## src/rtl/stopwatch_time_counter.sv

```systemverilog
// Stopwatch timebase: divides clk to a 1 s tick and keeps a minutes:seconds count.
// Optional BCD digit outputs are enabled with the STOPWATCH_BCD_OUT_EN macro (requires MAX_MIN <= 99).
module stopwatch_time_counter #(
  parameter int unsigned TICK_DIV = 50_000_000,
  parameter int unsigned MAX_MIN  = 99
) (
  input  logic       clk,
  input  logic       rst,
  input  logic       count_en,
  input  logic       clear_timers,
  output logic [5:0] seconds,
  output logic [6:0] minutes,
  output logic       sec_tick,
  output logic       wrap
`ifdef STOPWATCH_BCD_OUT_EN
  ,
  output logic [3:0] sec_ones,
  output logic [3:0] sec_tens,
  output logic [3:0] min_ones,
  output logic [3:0] min_tens
`endif
);

  localparam int unsigned PW = (TICK_DIV > 1) ? $clog2(TICK_DIV) : 1;
  localparam int unsigned SW = 6;
  localparam int unsigned MW = 7;

  logic [PW-1:0] r_presc;
  logic [SW-1:0] r_seconds;
  logic [MW-1:0] r_minutes;
  logic          r_sec_tick;
  logic          r_wrap;

  logic [PW-1:0] w_presc_nxt;
  logic [SW-1:0] w_seconds_nxt;
  logic [MW-1:0] w_minutes_nxt;
  logic          w_sec_tick_nxt;
  logic          w_wrap_nxt;
  logic          w_presc_last;
  logic          w_sec_last;
  logic          w_min_last;

`ifdef STOPWATCH_BCD_OUT_EN
  logic [3:0] r_sec_ones, r_sec_tens, r_min_ones, r_min_tens;
  logic [3:0] w_sec_ones_nxt, w_sec_tens_nxt, w_min_ones_nxt, w_min_tens_nxt;
`endif

  assign w_presc_last = (r_presc == PW'(TICK_DIV - 1));
  assign w_sec_last   = (r_seconds == SW'(59));
  assign w_min_last   = (r_minutes == MW'(MAX_MIN));

  // Next-state for prescaler and binary time; clear wins over count_en and drops any pending tick.
  always_comb begin
    w_presc_nxt    = r_presc;
    w_seconds_nxt  = r_seconds;
    w_minutes_nxt  = r_minutes;
    w_sec_tick_nxt = 1'b0;
    w_wrap_nxt     = 1'b0;
    if (clear_timers) begin
      w_presc_nxt   = '0;
      w_seconds_nxt = '0;
      w_minutes_nxt = '0;
    end else if (count_en) begin
      if (w_presc_last) begin
        w_presc_nxt    = '0;
        w_sec_tick_nxt = 1'b1;
        if (w_sec_last) begin
          w_seconds_nxt = '0;
          if (w_min_last) begin
            w_minutes_nxt = '0;
            w_wrap_nxt    = 1'b1;
          end else begin
            w_minutes_nxt = r_minutes + MW'(1);
          end
        end else begin
          w_seconds_nxt = r_seconds + SW'(1);
        end
      end else begin
        w_presc_nxt = r_presc + PW'(1);
      end
    end
  end

`ifdef STOPWATCH_BCD_OUT_EN
  // BCD digit counters stepped on exactly the same tick/carry conditions as the binary count.
  always_comb begin
    w_sec_ones_nxt = r_sec_ones;
    w_sec_tens_nxt = r_sec_tens;
    w_min_ones_nxt = r_min_ones;
    w_min_tens_nxt = r_min_tens;
    if (clear_timers) begin
      w_sec_ones_nxt = '0;
      w_sec_tens_nxt = '0;
      w_min_ones_nxt = '0;
      w_min_tens_nxt = '0;
    end else if (count_en && w_presc_last) begin
      if (w_sec_last) begin
        w_sec_ones_nxt = '0;
        w_sec_tens_nxt = '0;
        if (w_min_last) begin
          w_min_ones_nxt = '0;
          w_min_tens_nxt = '0;
        end else if (r_min_ones == 4'd9) begin
          w_min_ones_nxt = '0;
          w_min_tens_nxt = r_min_tens + 4'd1;
        end else begin
          w_min_ones_nxt = r_min_ones + 4'd1;
        end
      end else if (r_sec_ones == 4'd9) begin
        w_sec_ones_nxt = '0;
        w_sec_tens_nxt = r_sec_tens + 4'd1;
      end else begin
        w_sec_ones_nxt = r_sec_ones + 4'd1;
      end
    end
  end

  always_ff @(posedge clk) begin
    if (rst) begin
      r_sec_ones <= '0;
      r_sec_tens <= '0;
      r_min_ones <= '0;
      r_min_tens <= '0;
    end else begin
      r_sec_ones <= w_sec_ones_nxt;
      r_sec_tens <= w_sec_tens_nxt;
      r_min_ones <= w_min_ones_nxt;
      r_min_tens <= w_min_tens_nxt;
    end
  end

  assign sec_ones = r_sec_ones;
  assign sec_tens = r_sec_tens;
  assign min_ones = r_min_ones;
  assign min_tens = r_min_tens;
`endif

  always_ff @(posedge clk) begin
    if (rst) begin
      r_presc    <= '0;
      r_seconds  <= '0;
      r_minutes  <= '0;
      r_sec_tick <= 1'b0;
      r_wrap     <= 1'b0;
    end else begin
      r_presc    <= w_presc_nxt;
      r_seconds  <= w_seconds_nxt;
      r_minutes  <= w_minutes_nxt;
      r_sec_tick <= w_sec_tick_nxt;
      r_wrap     <= w_wrap_nxt;
    end
  end

  assign seconds  = r_seconds;
  assign minutes  = r_minutes;
  assign sec_tick = r_sec_tick;
  assign wrap     = r_wrap;

endmodule

```

## config.mk

```make
export PLATFORM = sky130hd
export DESIGN_NAME = stopwatch_time_counter
export DESIGN_NICKNAME = d
export VERILOG_FILES = /design/src/rtl/stopwatch_time_counter.sv
export SDC_FILE = /design/constraint.sdc
export NUM_CORES = 1
export LEC_CHECK = 0
export ABC_AREA = 1
export ABC_CLOCK_PERIOD_IN_PS = 4400
export CAP_MARGIN = 25
export CORE_MARGIN = 2
export CORE_UTILIZATION = 45
export CTS_CLUSTER_SIZE = 14
export DETAILED_ROUTE_END_ITERATION = 7
export PLACE_DENSITY = 0.72
export SYNTH_ARGS = -nofsm -noshare
export SYNTH_HDL_FRONTEND = slang
export SYNTH_SLANG_ARGS = --single-unit
```

## constraint.sdc

```tcl
create_clock -name clk -period 4.4 [get_ports clk]
set_input_delay 0.66 -clock clk [delete_from_list [all_inputs] [get_ports clk]]
set_output_delay 0.66 -clock clk [all_outputs]
set_load 0.005 [all_outputs]
```

Word-level counts from Yosys, hierarchy flattened --
Index checks and enable logic that the tools add are counted.
Word-level totals: bits in registers 41, bits of input ports 4, output and inout port bits 15, logic and storage cells 24
Cells by class: add/subtract/negate cells 3, eq/ne operators 3, multiplexer cells 5, bitwise operators 3, reductions and logical operators 5
Operators with widths (count):
- adder 26 x 1 -> 26 bit (second input constant) | 1
- == test 26 bit (second input constant) | 1
- 2-to-1 mux 26 bit | 1
- adder 7 x 1 -> 7 bit (second input constant) | 1
- == test 7 bit (second input constant) | 1
- 2-to-1 mux 7 bit | 1
- adder 6 x 1 -> 6 bit (second input constant) | 1
- == test 6 bit (second input constant) | 1
- 2-to-1 mux 6 bit | 1
- OR reduction 5 bit | 1
- inverter 1 bit | 3
- AND reduction 3 bit | 1
- OR reduction 3 bit | 1
- 2-to-1 mux 1 bit | 2
- AND reduction 2 bit | 1
- OR reduction 2 bit | 1

Logic depth before layout (Yosys ltp) --
depth after elaboration 3, mapped depth 10, gate-level depth less buffers 9

Worst setup path before layout --
OpenSTA, ideal clock, no wires.
kind input to register, start point input count_en, end point register r_presc[21], setup time 0.118 ns, arrival time 1.512 ns, required time 4.282 ns, slack 2.770 ns, stages on the path 9, buffers on the path 2, cells stage by stage buf_4 -> nand2_2 -> nor2_2 -> nand2_2 -> nor2_8 -> nand2_4 -> nand2_2 -> buf_4 -> nor3_1
RTL lines:
- start: declaration | RTL line 9 | input logic count_en,
- end signal: assignment | RTL line 146 | r_presc <= w_presc_nxt;
- end: declaration | RTL line 28 | logic [PW-1:0] r_presc;

Worst setup path in the final report --
start point input clear_timers, end point register r_presc[25]
On the way: longest elaborated chain between the ends 1
RTL lines:
- start: declaration | RTL line 10 | input logic clear_timers,
- OR reduction 2 bit (no source line)
No other way between the ends. A chain may end at the register's enable or synchronous reset.

==> summary.txt <==
Status
  • Status: finished, final reports clean

Clocking
  • Post-CTS Setup Bufs: 0
  • CTS tree: done
  • Post-CTS Resized: 0
  • Clock-pin slew on the worst setup and hold paths: around 0.080 ns
  • Total CTS buffers: 5
  • Clk root buf: clkbuf_8
  • CTS Sinks: between 40 and 50
  • Post-CTS Hold Buffers: 0
  • Maximum clock insertion buffer count: 2
  • H-tree depth: 2
  • Clk_lat worst skew: just under 0.3 ns

Timing
  • Max Clock Skew: 0.00903 ns
  • Fin Setup TNS: 0 ns
  • Final setup viols: 0
  • Post-layout min period: about 2.3 ns
  • Slew Viols, Final: 0
  • Hold Fails Final Rpt: 0
  • Tcrit/Tclk final: ~53%
  • Worst slew pin tran: 0.581 ns
  • RSZ-0062 raised after global routing: no
  • Relative slew slack: 61.2%
  • Final Hold Slack: about 0.50 ns
  • F_max: 429 MHz

Placement
  • Placed Cells: approximately 420
  • GP Congestion: a little under 0.9
  • Post-DP HPWL: ~3600 um
  • # port buffers: 18

Setup path
  • Reg2Reg Setup Slack: roughly 2.7 ns
  • Crit-path max FO: 15
  • R2r worst-path depth: 8
  • Setup crit start kind: input pin
  • CP bufs+invs: 2
  • Critical path endpoint category: register
  • Crit-path cells: clkdlybuf4s50_1 -> nor2_2 -> inv_1 -> a21oi_2 -> o21ai_0 -> nor2_1
  • Worst R2R Start: r_presc[0]
  • Crit path max-delay cell type: nor2_2
  • Worst stage delay on the critical path: ~0.48 ns
  • Crit path kind: in2reg
  • Worst EP required: about 4.6 ns
  • Reg2reg end: r_presc[22]
  • Worst EP arrival: around 2.6 ns
  • CP top delay family: buffers and inverters

Routing
  • Detail Route Antenna Nets: 0
  • Routed vias/inst: around 5
  • Drt wl/cell: ~11 um
  • Via count: ~2200
  • WL final: slightly below 5000 um
  • Pre-antenna DRT Iters: 4
  • Iteration-0 DRC Markers: approximately 120
  • # DRC: 0

Synth
  • FFs w/ async S/R, synth: 0%
  • Dominant synthesized flop cell: dfxtp_1
  • Synth Net Count: ~350
  • Synth warn: 0
  • Number of enable flip-flop cells after synthesis: 0
  • Post-synth top area share: approximately 35%
  • Syn avg cell area: approximately 7 um2
  • Synth Register Bits: between 40 and 50
  • Mapped Area: 2320 um2
  • Yosys cell types: 33
  • Post-synthesis sequential area ratio: 35.4%
  • Area leader, netlist: dfxtp_1
  • Top cells by area, synth: dfxtp_1, nand2_1, nor2_1
  • Post-Syn Instances: 341

Finish
  • Nets: about 370
  • Diode count: 0
  • Share of cells above drive strength 1: about 10%
  • Post-Layout Cell Count: about 430
  • Final Util: between 50 and 60%
  • Area Overhead vs Synth: 14.6%
  • Fillcell total: 494

Worst hold path
  • Hold path depth: 2
  • Hold_sp: r_presc[0]
  • Hold WC Path Type: reg2reg
  • Worst Hold Endpoint: r_presc[0]

Global routing
  • First-pass GRT wire length: about 8200 um
  • Pin count of the biggest net entering global routing: 18
  • GR Util met2: a little under a third
  • GR Util met3: 4.10%
  • GR Overflow Total: 0
  • Top Usage Layer GRT: met2
  • Initial antenna violation count: 0
  • Vias in the first global route: about 1900
  • GRT met1 Usage: roughly 23%
  • GRT Total Usage: a little under a fifth

Floorplan
  • Core footprint: 5040 um2
  • Core Rows: 26
  • Starting Density: 46.0%
  • # IOs: 19
  • Die X: roughly 76 um
  • Die area: 5740 um2
  • Die Height: roughly 76 um

Pwr
  • Leakage power: 1.03 nW
  • Power Density: roughly 260 nW/um2
  • Peak supply drop: 0.000140 V

Flow run
  • Max Cap Viol: 0
cell usage in the layout (no fill, tap or decap), types with 2 or more instances in the layout:
cell type and n:
nand2_1 75, nor2_1 62, inv_1 43, dfxtp_1 41, nand3_1 21, nand4_1 18, clkdlybuf4s50_1 18, nor2_2 11
a21oi_1 9, nor3_1 8, o21ai_0 6, clkbuf_8 6, nand2_2 5, xor2_1 4, xnor2_1 4, nor2_4 3
nand3_2 3, nor3b_1 3, ha_1 3, nand2_4 2, nor2_8 2, o21ai_1 2, nand3b_1 2, or2_2 2
metal layers:
layer | up-vias | share of wire [%]
met5 | - | 0
met4 | 0 | 0.74
met3 | 5 | 3.6
met2 | 42 | 49
met1 | 979 | 46
li1 | 1135 | -
final cells by class:
cell class,instances,area [um2],area share [%]
inverters,44,165,6.21
flip-flops and latches,41,821,30.9
multi-input cells,251,1290,48.4
repair buffers,18,180,6.78
clock inverters,1,30.0,1.13
well taps,70,87.6,3.30
clock buffers,7,86.3,3.25
power by group:
part | internal (W) | switching [W] | total, W
sequential | 0.000371 | 0.000000696 | 0.000372
combinational | 0.00000592 | 0.0000119 | 0.0000178
clock | 0.000185 | 0.000127 | 0.000312
total | 0.000562 | 0.000140 | 0.000702
through the flow:
stage               area [um2]  total power (W)  setup WS, ns
CTS                       2660         0.000712          2.07
floorplan                 2320         0.000394          2.77
finish                    2660         0.000702          2.07
detailed placement        2540         0.000399          1.78
global route              2660         0.000731          1.93
global placement          2540         0.000398          1.85
how the worst max path moves through the flow:
stage                             from           to  slack (ns)  cells after the start
after floorplan               count_en  r_presc[21]        2.77                      9
after global placement    clear_timers  r_presc[25]        1.85                      6
after detailed placement  clear_timers  r_presc[25]        1.78                      6
after CTS                 clear_timers  r_presc[25]        2.07                      6
after global routing      clear_timers  r_presc[25]        1.93                      6
final                     clear_timers  r_presc[25]        2.07                      6
cell usage after synthesis (3+ instances only):
| library cell | n |
|---|---|
| a21oi_1 | 9 |
| dfxtp_1 | 41 |
| ha_1 | 3 |
| inv_1 | 43 |
| nand2_1 | 75 |
| nand2_2 | 5 |
| nand3_1 | 21 |
| nand3_2 | 3 |
| nand4_1 | 18 |
| nor2_1 | 62 |
| nor2_2 | 11 |
| nor2_4 | 3 |
| nor3_1 | 8 |
| nor3b_1 | 3 |
| o21ai_0 | 6 |
| xnor2_1 | 4 |
| xor2_1 | 4 |
cell families (layout without fill, tap and decap cells):
family,Yosys count,in the layout,synth area share [%]
and+or+nand+nor,220,220,46.3
buffers and inverters,49,70,9.07
DFF,41,41,35.4
AOI/OAI and AO/OA,20,20,4.59
xor gates and xnor gates,8,8,3.02
adders and majority gates,3,3,1.62
sequential cells by signal, summed over array words and instances, names as in the netlist:
register and count:
seconds 6, minutes 7, r_presc 26, wrap 1
sec_tick 1
worst register-to-register path: cells and delay by family (launching register included):
kind | cells | cell delay (ns)
DFF | 1 | 0.37
adders and majority gates | 1 | 0.22
and+or+nand+nor | 7 | 1.00
(Power assumes the default switching activity.)
